`config.mk`:
```
export PLATFORM = sky130hd
export DESIGN_NAME = vga_timing_gen
export DESIGN_NICKNAME = d
export VERILOG_FILES = /design/src/rtl/vga_timing_gen.sv
export SDC_FILE = /design/constraint.sdc
export NUM_CORES = 1
export LEC_CHECK = 0
export ABC_AREA = 1
export BUFFER_PORTS_ARGS = -buffer_cell sky130_fd_sc_hd__buf_2
export CAP_MARGIN = 20
export CORE_MARGIN = 1.5
export CORE_UTILIZATION = 60
export DETAILED_ROUTE_END_ITERATION = 6
export HOLD_SLACK_MARGIN = 0.1
export PLACE_DENSITY = 0.84
export SYNTH_ARGS = -nofsm -noshare
export SYNTH_HDL_FRONTEND = slang
export SYNTH_SLANG_ARGS = --single-unit
```
`constraint.sdc`:
```
create_clock -name clk -period 4.35 [get_ports clk]
set_input_delay 0.2175 -clock clk [delete_from_list [all_inputs] [get_ports clk]]
set_output_delay 0.2175 -clock clk [all_outputs]
set_load 0.005 [all_outputs]
```
`src/rtl/vga_timing_gen.sv`:
```
`default_nettype none
// ============================================================================
// Module   : vga_timing_gen
// Brief    : 640x480@60Hz VGA raster timing generator. Divides the system
//            clock down to the pixel rate, runs the horizontal/vertical
//            raster counters and produces registered hSync/vSync/bright
//            plus per-pixel and per-frame strobes.
//            Optional build macro FRAME_COUNT_EN adds an 8-bit frame counter
//            output (frame_count) for downstream animation timing.
// Revision : 1.0 - initial release
// ============================================================================
module vga_timing_gen #(
    parameter int CLK_DIV   = 4,    // system clocks per pixel, >= 1
    parameter int H_SYNC    = 96,   // hSync low width in pixels
    parameter int H_BP_END  = 144,  // first active pixel column
    parameter int H_ACT_END = 784,  // first column after active region
    parameter int H_TOTAL   = 800,  // pixels per line, <= 1024
    parameter int V_SYNC    = 2,    // vSync low width in lines
    parameter int V_BP_END  = 35,   // first active line
    parameter int V_ACT_END = 515,  // first line after active region
    parameter int V_TOTAL   = 525   // lines per frame, <= 1024
) (
    input  logic       clk,
    input  logic       rst,
    output logic [9:0] hCount,
    output logic [9:0] vCount,
    output logic       hSync,
    output logic       vSync,
    output logic       bright,
    output logic       pix_en,
    output logic       frame_tick
`ifdef FRAME_COUNT_EN
    ,
    output logic [7:0] frame_count
`endif
);

    // A divide-by-one still needs a one-bit divider register so the
    // wrap compare stays well formed; it simply sits at zero.
    localparam int DIV_W = (CLK_DIV > 1) ? $clog2(CLK_DIV) : 1;

    localparam logic [DIV_W-1:0] C_DIV_MAX   = DIV_W'(CLK_DIV - 1);
    localparam logic [9:0]       C_H_MAX     = 10'(H_TOTAL - 1);
    localparam logic [9:0]       C_V_MAX     = 10'(V_TOTAL - 1);
    localparam logic [9:0]       C_H_SYNC    = 10'(H_SYNC);
    localparam logic [9:0]       C_H_BP_END  = 10'(H_BP_END);
    localparam logic [9:0]       C_H_ACT_END = 10'(H_ACT_END);
    localparam logic [9:0]       C_V_SYNC    = 10'(V_SYNC);
    localparam logic [9:0]       C_V_BP_END  = 10'(V_BP_END);
    localparam logic [9:0]       C_V_ACT_END = 10'(V_ACT_END);

    logic [DIV_W-1:0] r_div;

    logic       w_adv;          // pixel advance on this edge
    logic       w_h_wrap;       // current column is the last of the line
    logic       w_v_wrap;       // current line is the last of the frame
    logic       w_frame_wrap;   // this edge moves the raster back to (0,0)
    logic [9:0] w_h_next;
    logic [9:0] w_v_next;
    logic       w_hsync_next;
    logic       w_vsync_next;
    logic       w_h_active;
    logic       w_v_active;
    logic       w_bright_next;

    assign w_adv        = (r_div == C_DIV_MAX);
    assign w_h_wrap     = (hCount == C_H_MAX);
    assign w_v_wrap     = (vCount == C_V_MAX);
    assign w_frame_wrap = w_adv && w_h_wrap && w_v_wrap;

    // Next raster position: counters only move on a divider wrap, and the
    // line counter only moves when the column counter wraps.
    always_comb begin
        w_h_next = hCount;
        w_v_next = vCount;
        if (w_adv) begin
            if (w_h_wrap) begin
                w_h_next = 10'd0;
                w_v_next = w_v_wrap ? 10'd0 : (vCount + 10'd1);
            end else begin
                w_h_next = hCount + 10'd1;
            end
        end
    end

    // Decodes are taken from the next position so that the registered
    // sync/window outputs change on the same edge as the counters.
    assign w_hsync_next  = (w_h_next >= C_H_SYNC);
    assign w_vsync_next  = (w_v_next >= C_V_SYNC);
    assign w_h_active    = (w_h_next >= C_H_BP_END) && (w_h_next < C_H_ACT_END);
    assign w_v_active    = (w_v_next >= C_V_BP_END) && (w_v_next < C_V_ACT_END);
    assign w_bright_next = w_h_active && w_v_active;

    // Pixel-rate divider and its registered advance strobe.
    always_ff @(posedge clk or posedge rst) begin
        if (rst) begin
            r_div  <= '0;
            pix_en <= 1'b0;
        end else begin
            r_div  <= w_adv ? '0 : (r_div + 1'b1);
            pix_en <= w_adv;
        end
    end

    // Raster position counters.
    always_ff @(posedge clk or posedge rst) begin
        if (rst) begin
            hCount <= 10'd0;
            vCount <= 10'd0;
        end else begin
            hCount <= w_h_next;
            vCount <= w_v_next;
        end
    end

    // Registered sync, display-window and frame strobe outputs. Position
    // (0,0) lies inside both sync pulses, hence the low reset values.
    always_ff @(posedge clk or posedge rst) begin
        if (rst) begin
            hSync      <= 1'b0;
            vSync      <= 1'b0;
            bright     <= 1'b0;
            frame_tick <= 1'b0;
        end else begin
            hSync      <= w_hsync_next;
            vSync      <= w_vsync_next;
            bright     <= w_bright_next;
            frame_tick <= w_frame_wrap;
        end
    end

`ifdef FRAME_COUNT_EN
    // Free-running frame counter, stepping on the same edge as frame_tick.
    always_ff @(posedge clk or posedge rst) begin
        if (rst) begin
            frame_count <= 8'd0;
        end else if (w_frame_wrap) begin
            frame_count <= frame_count + 8'd1;
        end
    end
`endif

endmodule
`default_nettype wire

```
After elaboration in Yosys (flattened, before gate mapping)
Cells that the tools add are included.

operators by class
  $add $sub $neg = 3
  magnitude comparators = 6
  multiplexer cells = 6
  reductions and logical operators = 5
  equality and inequality tests = 3

operators by type and width
  cell                                                                    count
  10-bit 2-to-1 mux                                                       5
  10-bit by 1-bit adder with 10-bit output, second input constant         2
  10-bit equality test, second input constant                             2
  10-bit < comparator, second input constant                              2
  10-bit by 2-bit >= comparator with 1-bit output, second input constant  1
  10-bit by 6-bit >= comparator with 1-bit output, second input constant  1
  10-bit by 7-bit >= comparator with 1-bit output, second input constant  1
  10-bit by 8-bit >= comparator with 1-bit output, second input constant  1
  1-bit logical AND                                                       5
  2-bit by 1-bit adder with 2-bit output, second input constant           1
  2-bit equality test, second input constant                              1
  2-bit 2-to-1 mux                                                        1

storage, ports and cells
  bits of input ports = 2
  register bits after elaboration = 27
  output and inout bits = 25
  word-level logic and storage cells = 31

Depth between registers and ports, before layout
Gate-level depths: netlist of the first run.

  depth after elaboration = 7
  gate-level depth with buffers = 15
  depth with buffers taken out = 15

Worst setup path before layout of the first run
Ideal clock, no wire load.

  path kind = flip-flop to flip-flop
  start = reg hCount[0]
  end = reg bright
  stages on the path, launching flop included = 12
  path buffers = 0
  setup time = 114 ps
  path slack = 2,624 ps
  data required time = 4,236 ps
  arrival = 1,612 ps
  clock period less this slack = 1,726 ps
  path through = dfrtp_1 -> ha_1 -> nand2_4 -> nor2_8 -> nand3_4 -> nor2_4 -> xor2_1 -> nand3_1 -> nor2_1 -> nand2_1 -> nand2_1 -> nor2_1

between the ends
  cells in the longest elaborated chain, start to end = 6
  elaborated cells on any way between the ends = 13
  classes of those cells = add/sub: 1; order compare: 4; eq/ne: 1; mux: 4; reduce/logical: 3

ends and longest elaborated chain
  what                                                                              RTL line  RTL
  from (decl)                                                                       25        output logic [9:0] hCount,
  from (signal assigned)                                                            111       hCount <= w_h_next;
  10-bit by 1-bit adder with 10-bit output or 10-bit equality test (tied branches)  81, 67
  10-bit 2-to-1 mux                                                                 77        if (w_h_wrap) begin
  10-bit 2-to-1 mux                                                                 76        if (w_adv) begin
  10-bit by 8-bit >= comparator with 1-bit output (tied with other cells)           90        assign w_h_active = (w_h_next >= C_H_BP_END) && (w_h_next < C_H_ACT_END);
  1-bit logical AND, on equally long branches                                       90, 91
  1-bit logical AND *                                                               92        assign w_bright_next = w_h_active && w_v_active;
  net w_bright_next                                                                 64        logic w_bright_next;
  to (signal assigned)                                                              127       bright <= w_bright_next;
  to (decl)                                                                         29        output logic bright,

The timed path passes the listed nets; every way through them passes the cells marked *.

Worst setup path after layout of the first run
  start = reg r_div[0]
  end = reg bright

between the ends
  cells in the longest elaborated chain, start to end = 5
  elaborated cells on any way between the ends = 10
  classes of those cells = order compare: 4; eq/ne: 1; mux: 2; reduce/logical: 3

ends and longest elaborated chain
  what                                                                                    RTL line  RTL
  from (decl)                                                                             52        logic [DIV_W-1:0] r_div;
  from (signal assigned)                                                                  100       r_div <= w_adv ? '0 : (r_div + 1'b1);
  2-bit equality test *                                                                   66        assign w_adv = (r_div == C_DIV_MAX);
  net w_adv                                                                               54        logic w_adv;
  10-bit 2-to-1 mux *                                                                     76
  net w_h_next[7]                                                                         58        logic [9:0] w_h_next;
  10-bit by 8-bit >= comparator with 1-bit output or 10-bit < comparator (tied branches)  90
  1-bit logical AND *                                                                     90
  1-bit logical AND *                                                                     92
  net w_bright_next                                                                       64

Marks and branches as above.

==> flow_metrics.py, run 1 <==
metrics = {
    "outcome": {
        "status": "finished, final reports clean",
    },
    "synth": {
        "synth_seq_cells": 27,
        "ys_types": 27,
        "synth-compound-area-share_pct": 2.40,
        "synthAdderAreaFrac_pct": 2.91,
        "synth_ff_type": "dfrtp_1",
        "ys_async_sr_fraction_pct": 100,
        "yosysWarnings": 0,
        "syn-cell-area_um2": 1720,
        "synth-simple-area-share_pct": 40.5,
        "synthCells": 241,
        "synth_edf_count": 0,
        "synth_top_family_by_area": "simple AND/OR/NAND/NOR gates",
        "synth_area_per_cell_um2": 7.13,
        "synthMuxAreaShare_pct": 0,
        "synth-seq-area-share_pct": 39.3,
        "synth-xor-area-share_pct": 3.06,
        "synth_nets": 247,
    },
    "power": {
        "p_int_mw": 0.292,
        "pwr_density_cell_nw_per_um2": 194,
        "seqPwrFrac_pct": 66.5,
        "comb_power_share_pct": 2.3,
        "leakagePower_nw": 1.20,
        "finalPower_mw": 0.378,
        "p_sw_mw": 0.0854,
        "clkPwrFrac_pct": 31.2,
        "ir_worst_vdd_v": 0.000172,
        "p_sw_share_pct": 22.6,
    },
    "critical_path": {
        "reg2regPathDepth": 11,
        "endpoint_kind": "flip-flop",
        "setup.worst_path.end": "bright",
        "cp_max_fo": 20,
        "cp-start-kind": "flip-flop",
        "crit_type": "reg2reg",
        "r2r_end": "bright",
        "arrival_ns": 2.67,
        "cp_data_required_time_ns": 4.62,
        "r2r-start": "r_div[0]",
        "r2r_slack_ns": 1.96,
        "startpoint": "r_div[0]",
    },
    "cts": {
        "cts-root-buf": "clkbuf_4",
        "clk_pin_slew_ns": 0.16,
        "postCtsSetupBuffers": 0,
        "ctsHoldBuffers": 0,
        "clock_sinks": 27,
        "htreeDepth": 1,
        "cts_tree": "yes",
        "cts_buffer_depth": 2,
        "insertion_delay_ns": 0.34,
        "ctsResizeCount": 0,
        "numCtsBuffers": 3,
    },
    "drt": {
        "vias_per_cell": 5.23,
        "dr.first_iter.drc_count": 73,
        "via_count": 1580,
        "routedWlPerCell_um": 11.8,
        "finalWirelength_um": 3570,
        "antenna_left": 0,
        "drt-pass1-iter-count": 5,
        "drc": 0,
    },
    "sta": {
        "min_period_over_period_pct": 55.0,
        "finalMaxSlewViolations": 0,
        "setup_viol": 0,
        "worst_pin_slew_ns": 0.799,
        "rsz0062_at_grt": "false",
        "fmax_ghz": 0.418,
        "period_minus_slack_ns": 2.39,
        "skew_ns": 0.00695,
        "fin_setup_tns_ns": 0,
        "finalHoldViolations": 0,
        "slew_headroom_pct": 46.7,
    },
    "floorplan": {
        "dieWidth_um": 56.5,
        "core_um2": 2730,
        "die_area_um2": 3190,
        "die_h_um": 56.5,
        "rows": 19,
        "io_pins": 27,
        "start_util_pct": 62.8,
    },
    "grt": {
        "grt_start_max_net_pins": 28,
        "grt_usage_pct": 24.3,
        "grt_pass1_wl_um": 6100,
        "first_global_vias": 1497,
        "antenna_found_initial": 0,
        "grt.overflow.total": 0,
    },
    "place": {
        "dp_hpwl_um": 2770,
        "io_buffers": 26,
        "place_congestion": 0.826,
    },
    "final_layout": {
        "diodes": 0,
        "fin_nets": 278,
        "fillers": 238,
        "syn_to_final_growth_pct": 13.2,
        "drive_above_1_share_pct": 18.1,
    },
    "hold_path": {
        "hp-class": "in2async",
    },
    "run": {
        "max_cap_viol_count": 0,
    },
}
cell usage after synthesis (2+ instances only):
master,number,area [um2]
nand3_2,2,20.0
nand2_2,2,12.5
o21ai_0,3,15.0
nand2_1,62,233
nor2_2,4,25.0
nand4_1,8,50.1
xor2_1,6,52.6
nor2_1,30,113
nor3_1,2,10.0
nand3_1,27,135
ha_1,4,50.1
dfrtp_1,27,676
inv_1,48,180
inv_2,3,11.3
logic make-up after synthesis:
group / count (synthesis)
AO/OA/AOI/OAI: 7
XOR/XNOR: 6
adder cells (fa/ha/maj): 4
buffers and inverters: 53
flip-flops: 27
AND/OR/NAND/NOR: 144
metrics by stage:
step | std cells | area (um2) | setup WS (ns) | hold WS, ns | utilization [%]
5_1_grt | 302 | 1940 | 1.67 | 0.420 | 71.1
2_1_floorplan | 241 | 1720 | 2.62 | 0.270 | -
3_3_place_gp | 296 | 1880 | 2.12 | 0.412 | 68.6
3_5_place_dp | 296 | 1880 | 1.99 | 0.424 | 68.6
4_1_cts | 300 | 1910 | 1.97 | 0.115 | 69.7
6_report | 302 | 1940 | 1.96 | 0.379 | 71.1
power by group through the flow:
stage	clock, mW	combinational, mW	sequential [mW]
final	0.118	0.00881	0.251
after global routing	0.130	0.0103	0.251
after CTS	0.121	0.00541	0.251
after detailed placement	0	0.00547	0.256
after global placement	0	0.00533	0.256
after floorplan	0	0.00372	0.256
how the worst min path moves through the flow:
stage,start,endpoint,slack (ns),cells past startpoint
floorplan,rst,bright,0.27,1
global placement,r_div[0],r_div[0],0.41,1
detailed placement,r_div[0],r_div[0],0.42,1
CTS,rst,vCount[5],0.11,2
global route,rst,vCount[6],0.42,3
finish,rst,vCount[5],0.38,3
worst max-delay path, stage by stage, from the launching register on:
cell,delay (ns)
dfrtp_1,0.38
ha_1,0.68
nand2_1,0.14
nor3_2,0.24
nand4_1,0.15
xor2_1,0.32
nand2_1,0.08
inv_1,0.07
nor2_1,0.04
nor2_1,0.09
nand2_1,0.05
nor2_1,0.09
final cells by class:
cell class	instances	area (um2)	share of cell area, %
Inverter	51	191	9.85
Tap cell	31	38.8	1.99
Timing Repair Buffer	28	168	8.62
Clock buffer	3	22.5	1.16
Clock inverter	1	8.76	0.450
Sequential cell	27	676	34.7
Multi-Input combinational cell	161	840	43.2
sequential cells by signal, indices dropped and copies added, names as in the netlist:
register	count
r_div	2
hCount	10
bright	1
frame_tick	1
pix_en	1
vCount	10
hSync	1
vSync	1
layer usage:
metal / routed length, um / up-vias / part of all wire (%) / global-route usage, %
met2: 1810 / 38 / 51 / 42.5
met1: 1560 / 731 / 44 / 29.6
met3: 125 / 8 / 3.5 / 2.53
li1: - / 803 / - / -
met4: 69 / 0 / 1.9 / 11.6
met5: 0 / - / 0 / 0
placed cells by master (no fill, tap or decap), types with 4 or more instances in the layout:
cell / n
ha_1: 4
nor2_2: 4
nor2_1: 30
dfrtp_1: 27
nand3_1: 27
inv_1: 48
xor2_1: 6
buf_2: 26
nand2_1: 62
nand4_1: 8
No activity file was read; power rests on OpenSTA's default activity.
==> run 2: changes to the inputs <==
Settings changed: ABC_AREA 1 to 0, CORE_UTILIZATION 60 to 54, PLACE_DENSITY 0.84 to 0.78.
Clock period 4.35 ns to 2.47 ns, I/O delays scaled along.
==> flow_metrics.py, run 2 <==
metrics = {
    "place": {
        "io_buffers": 26,
        "placed_cell_area_um2": 1920,
        "dp_hpwl_um": 3330,
        "place_congestion": 0.945,
    },
    "final_layout": {
        "most-common-layout-cells": "buf_4 (41), dfrtp_1 (27), buf_2 (26), inv_1 (9), nor2_1 (9)",
        "largestRegisters": "hCount: 10 flops, vCount: 10 flops, r_div: 2 flops",
        "layout_commonest_cell": "buf_4",
        "syn_to_final_growth_pct": 40.9,
        "diodes": 0,
        "finalInstanceArea_um2": 2010,
        "fin_nets": 215,
        "drive_above_1_share_pct": 42.8,
    },
    "cts": {
        "htreeDepth": 1,
        "cts-root-buf": "clkbuf_4",
        "postCtsSetupBuffers": 0,
        "cts_tree": "yes",
        "insertion_delay_ns": 0.34,
        "clock_sinks": 27,
        "cts_buffer_depth": 2,
        "numCtsBuffers": 3,
        "clk_pin_slew_ns": 0.15,
    },
    "synth": {
        "synth.most_common_cell": "dfrtp_1",
        "synthCells": 140,
        "synth_ff_type": "dfrtp_1",
        "synth_area_leader_cell": "dfrtp_1",
        "synth_edf_count": 0,
        "synth_nets": 146,
        "syn-cell-area_um2": 1430,
        "synth_area_per_cell_um2": 10.2,
        "synthTopCellsByCount": "dfrtp_1 (27), inv_1 (9), nor2_1 (9), nor4_1 (9), nand2_1 (8)",
        "yosysWarnings": 0,
        "ys_types": 44,
        "synth_seq_cells": 27,
        "synth-seq-area-share_pct": 47.4,
        "ys_async_sr_fraction_pct": 100,
        "netlist_top_cells_area": "dfrtp_1 (47%), xnor2_1 (4.3%), nor4_1 (3.9%)",
        "synth_top_area_share_pct": 47.4,
    },
    "outcome": {
        "violations": "setup timing",
        "status": "finished, violations left",
    },
    "sta": {
        "setup_viol": 2,
        "skew_ns": 0.00710,
        "finalMaxSlewViolations": 0,
        "fmax_ghz": 0.385,
        "slew_headroom_pct": 46.3,
        "period_minus_slack_ns": 2.60,
        "min_period_over_period_pct": 105,
        "fin_ws_ns": -0.125,
        "finalHoldViolations": 0,
        "fin_setup_tns_ns": -0.195,
        "worst_pin_slew_ns": 0.794,
        "rsz0062_at_grt": "true",
    },
    "power": {
        "clkPwrFrac_pct": 30.4,
        "p_int_mw": 0.512,
        "leakagePower_nw": 0.971,
        "seqPwrFrac_pct": 67.1,
        "ir_worst_vdd_v": 0.000339,
        "p_sw_share_pct": 22.3,
        "finalPower_mw": 0.659,
        "p_sw_mw": 0.147,
        "pwr_density_cell_nw_per_um2": 328,
        "comb_power_share_pct": 2.4,
    },
    "floorplan": {
        "dieWidth_um": 54.4,
        "io_pins": 27,
        "rows": 18,
        "core_um2": 2480,
        "die_h_um": 54.4,
        "die_area_um2": 2960,
        "start_util_pct": 57.6,
    },
    "critical_path": {
        "cp_max_fo": 3,
        "slowest_delay_ns": 0.54,
        "r2r_slack_ns": -0.13,
        "cp-start-kind": "flip-flop",
        "cp_data_required_time_ns": 2.70,
        "worstPathCellList": "or4b_4, or4_4, a221o_1, or3_1, or4_1",
        "r2r_end": "vSync",
        "crit_buf_inv": 0,
        "crit_type": "reg2reg",
        "endpoint_kind": "flip-flop",
        "reg2regPathDepth": 5,
        "r2r-start": "vCount[7]",
        "arrival_ns": 2.82,
        "cpMaxStageDelayCell": "or4b_4",
        "crit_family": "simple AND/OR/NAND/NOR gates",
    },
    "run": {
        "max_cap_viol_count": 0,
    },
    "grt": {
        "first_global_vias": 1481,
        "grt_pass1_wl_um": 7020,
        "antenna_found_initial": 0,
        "grt_start_max_net_pins": 28,
        "grt_usage_pct": 34.2,
        "grt.overflow.total": 0,
    },
    "drt": {
        "drt-pass1-iter-count": 4,
        "dr.first_iter.drc_count": 39,
        "finalWirelength_um": 4400,
        "via_count": 1511,
        "vias_per_cell": 6.35,
        "antenna_left": 0,
        "drc": 0,
        "routedWlPerCell_um": 18.5,
    },
    "hold_path": {
        "hp-class": "in2async",
    },
}
==> run 2: worst max-delay path by stage <==
stage / start / to / slack [ns] / cells past startpoint
detailed placement: vCount[7] / vSync / -0.1 / 5
global route: vCount[7] / bright / -0.20 / 7
floorplan: r_div[0] / vSync / -0.12 / 9
finish: vCount[7] / vSync / -0.13 / 5
global placement: vCount[7] / vSync / -0.05 / 5
CTS: vCount[7] / vSync / -0.11 / 5
==> run 2: timing repair <==
action                                  4_1_cts  5_1_grt
resized for setup                             1        4
endpoints found under the setup margin        2        2
hold buffers                                  1        0
endpoints found under the hold margin        27        0
cloned                                        0        0
pin swaps                                     1        1
==> run 2: area by class of cell <==
class	count	area [um2]
Multi-Input combinational cell	99	761
Sequential cell	27	676
Timing Repair Buffer	69	475
Fill cell	160	468
Tap cell	30	37.5
Inverter	9	33.8
Clock buffer	4	26.3
==> run 2: kinds of logic (layout without fill, tap and decap cells) <==
group,Yosys count,in the layout,share of synthesized area [%]
simple gates,58,58,24.4
fa+ha+maj,4,4,3.51
buf+inv,14,82,3.77
mux,2,2,1.49
compound gates,27,27,14.6
flops,27,27,47.4
xor+xnor,8,8,4.91
==> run 2: per-stage QoR <==
stage	setup slack, ns	hold WS, ns	cells	util [%]
finish	-0.125	0.247	238	81.1
global placement	-0.0543	0.372	232	77.3
floorplan	-0.117	0.176	140	-
CTS	-0.109	0.492	237	79.0
detailed placement	-0.0969	0.436	232	77.3
global route	-0.201	0.260	238	81.1
==> run 2: worst reg2reg max path, cell delays in order, from the launching register on <==
cell and delay (ns):
dfrtp_1 0.41, or4b_4 0.54, or4_4 0.43, a221o_1 0.35, or3_1 0.35, or4_1 0.41
==> run 2: per-layer routing <==
layer,track usage [%],share of wire (%)
met2,57.6,51
met4,20.8,4.6
met5,0,0
met3,8.74,5.3
met1,38.7,39
==> run 2: power by group through the flow <==
| stage | clock network [mW] | registers [mW] | logic, mW |
|---|---|---|---|
| 3_5_place_dp | 0 | 0.450 | 0.0102 |
| 4_1_cts | 0.205 | 0.442 | 0.0114 |
| 5_1_grt | 0.221 | 0.442 | 0.0184 |
| 3_3_place_gp | 0 | 0.450 | 0.00896 |
| 2_1_floorplan | 0 | 0.450 | 0.00656 |
| 6_report | 0.200 | 0.442 | 0.0161 |
==> run 3: changes to the inputs <==
Settings changed: CELL_PAD_IN_SITES_DETAIL_PLACEMENT set to 0, CELL_PAD_IN_SITES_GLOBAL_PLACEMENT set to 1, CORE_UTILIZATION 54 to 42, PLACE_DENSITY 0.78 to unset, PLACE_DENSITY_LB_ADDON set to 0.1.
==> flow_metrics.py, run 3 (synthesized netlist as in run 2, its figures left out) <==
metrics = {
    "floorplan": {
        "start_util_pct": 45.6,
        "io_pins": 27,
        "dieWidth_um": 61.3,
        "die_h_um": 61.3,
        "core_um2": 3130,
        "die_area_um2": 3750,
        "rows": 20,
    },
    "sta": {
        "setup_viol": 2,
        "finalHoldViolations": 0,
        "fin_ws_ns": -0.110,
        "holdWs_ns": 0.337,
        "min_period_over_period_pct": 104,
        "rsz0062_at_grt": "true",
        "worst_pin_slew_ns": 0.677,
        "slew_headroom_pct": 54.3,
        "skew_ns": 0.00184,
        "finalMaxSlewViolations": 0,
        "fmax_ghz": 0.388,
        "period_minus_slack_ns": 2.58,
    },
    "cts": {
        "insertion_delay_ns": 0.34,
        "clk_pin_slew_ns": 0.16,
        "numCtsBuffers": 3,
        "cts_tree": "yes",
        "clock_sinks": 27,
        "cts_buffer_depth": 2,
        "cts-root-buf": "clkbuf_4",
        "htreeDepth": 1,
    },
    "drt": {
        "antenna_left": 0,
        "via_count": 1423,
        "routedWlPerCell_um": 14.8,
        "finalWirelength_um": 3810,
        "drt-pass1-iter-count": 5,
        "dr.first_iter.drc_count": 40,
        "drc": 0,
        "vias_per_cell": 5.54,
    },
    "critical_path": {
        "r2r_slack_ns": -0.11,
        "endpoint_kind": "flip-flop",
        "cp_data_required_time_ns": 2.70,
        "reg2regPathDepth": 5,
        "arrival_ns": 2.81,
        "crit_type": "reg2reg",
        "cp_max_fo": 3,
        "crit_buf_inv": 0,
        "r2r_end": "vSync",
        "worstPathCellList": "or4b_4, or4_4, a221o_1, or3_4, or4_1",
        "cp-start-kind": "flip-flop",
        "crit_family": "simple AND/OR/NAND/NOR gates",
        "cpMaxStageDelayCell": "or4b_4",
        "slowest_delay_ns": 0.54,
        "r2r-start": "vCount[7]",
    },
    "grt": {
        "grt_pass1_wl_um": 5870,
        "busiest_layer": "met2",
        "grt_usage_pct": 21.4,
        "use_met2_pct": 37.8,
        "grt.overflow.total": 0,
        "antenna_found_initial": 0,
        "first_global_vias": 1343,
        "use_met3_pct": 3.36,
        "met1_usage_pct": 25.6,
        "grt_start_max_net_pins": 28,
    },
    "final_layout": {
        "diodes": 0,
        "most-common-layout-cells": "buf_4 (45), dfrtp_1 (27), buf_2 (26), inv_1 (9), nor2_1 (9)",
        "finalInstanceArea_um2": 2070,
        "fin_nets": 220,
        "syn_to_final_growth_pct": 44.8,
        "drive_above_1_share_pct": 44.6,
        "largestRegisters": "hCount: 10 flops, vCount: 10 flops, r_div: 2 flops",
        "layout_commonest_cell": "buf_4",
        "postLayoutCoreUtil_pct": 66.0,
    },
    "hold_path": {
        "hp-class": "in2async",
    },
    "outcome": {
        "violations": "setup timing",
        "status": "finished, violations left",
    },
    "power": {
        "leakagePower_nw": 0.994,
        "finalPower_mw": 0.669,
        "ir_worst_vdd_v": 0.000193,
        "pwr_density_cell_nw_per_um2": 324,
    },
    "place": {
        "place_congestion": 0.884,
        "dp_hpwl_um": 2900,
        "placed_cell_area_um2": 1940,
        "io_buffers": 26,
        "dp_slack_ns": -0.109,
    },
    "run": {
        "max_cap_viol_count": 0,
    },
}
run 3: power breakdown:
| group | switching, mW | internal (mW) | total, mW |
|---|---|---|---|
| Clock | 0.148 | 0.0663 | 0.214 |
| Sequential | 0 | 0.442 | 0.442 |
| Combinational | 0.00911 | 0.00383 | 0.0129 |
run 3: final cells by class:
cell class,count,area (um2)
fillers,271,1060
multi-input cells,99,766
flip-flops and latches,27,676
repair buffers,74,504
well taps,44,55.1
inverters,9,33.8
clock buffers,3,22.5
clock inverters,1,8.76
run 3: what timing repair did:
action	in CTS	in global routing
buffers inserted	0	4
setup endpoints to repair	2	2
pin swaps	2	4
endpoints found under the hold margin	27	0
hold buffers	1	0
resized for setup	3	4
run 3: worst register-to-register path, delay by kind of cell, from the launching register on:
kind / cells / cell delay [ns]
AND/OR/NAND/NOR: 4 / 1.71
flip-flops: 1 / 0.41
AO/OA/AOI/OAI: 1 / 0.34
run 3: per-stage QoR:
stage | instances | TNS (ns)
after floorplan | 140 | -0.117
after global placement | 247 | -0.0750
after detailed placement | 247 | -0.109
after CTS | 252 | -0.0948
after global routing | 257 | -0.216
final | 257 | -0.119
run 3: how the worst max path moves through the flow:
stage / from / end / slack, ns / depth (start not counted)
floorplan: r_div[0] / vSync / -0.12 / 9
global placement: hCount[0] / vSync / -0.08 / 7
detailed placement: hCount[1] / vSync / -0.11 / 8
CTS: hCount[1] / vSync / -0.09 / 8
global route: hCount[1] / vSync / -0.16 / 7
finish: vCount[7] / vSync / -0.11 / 5
run 3: metal layers:
| metal | vias to the layer above | part of all wire [%] |
|---|---|---|
| met4 | 0 | 1.5 |
| met1 | 694 | 41 |
| met3 | 6 | 5.1 |
| li1 | 681 | - |
| met2 | 42 | 52 |
| met5 | - | 0 |
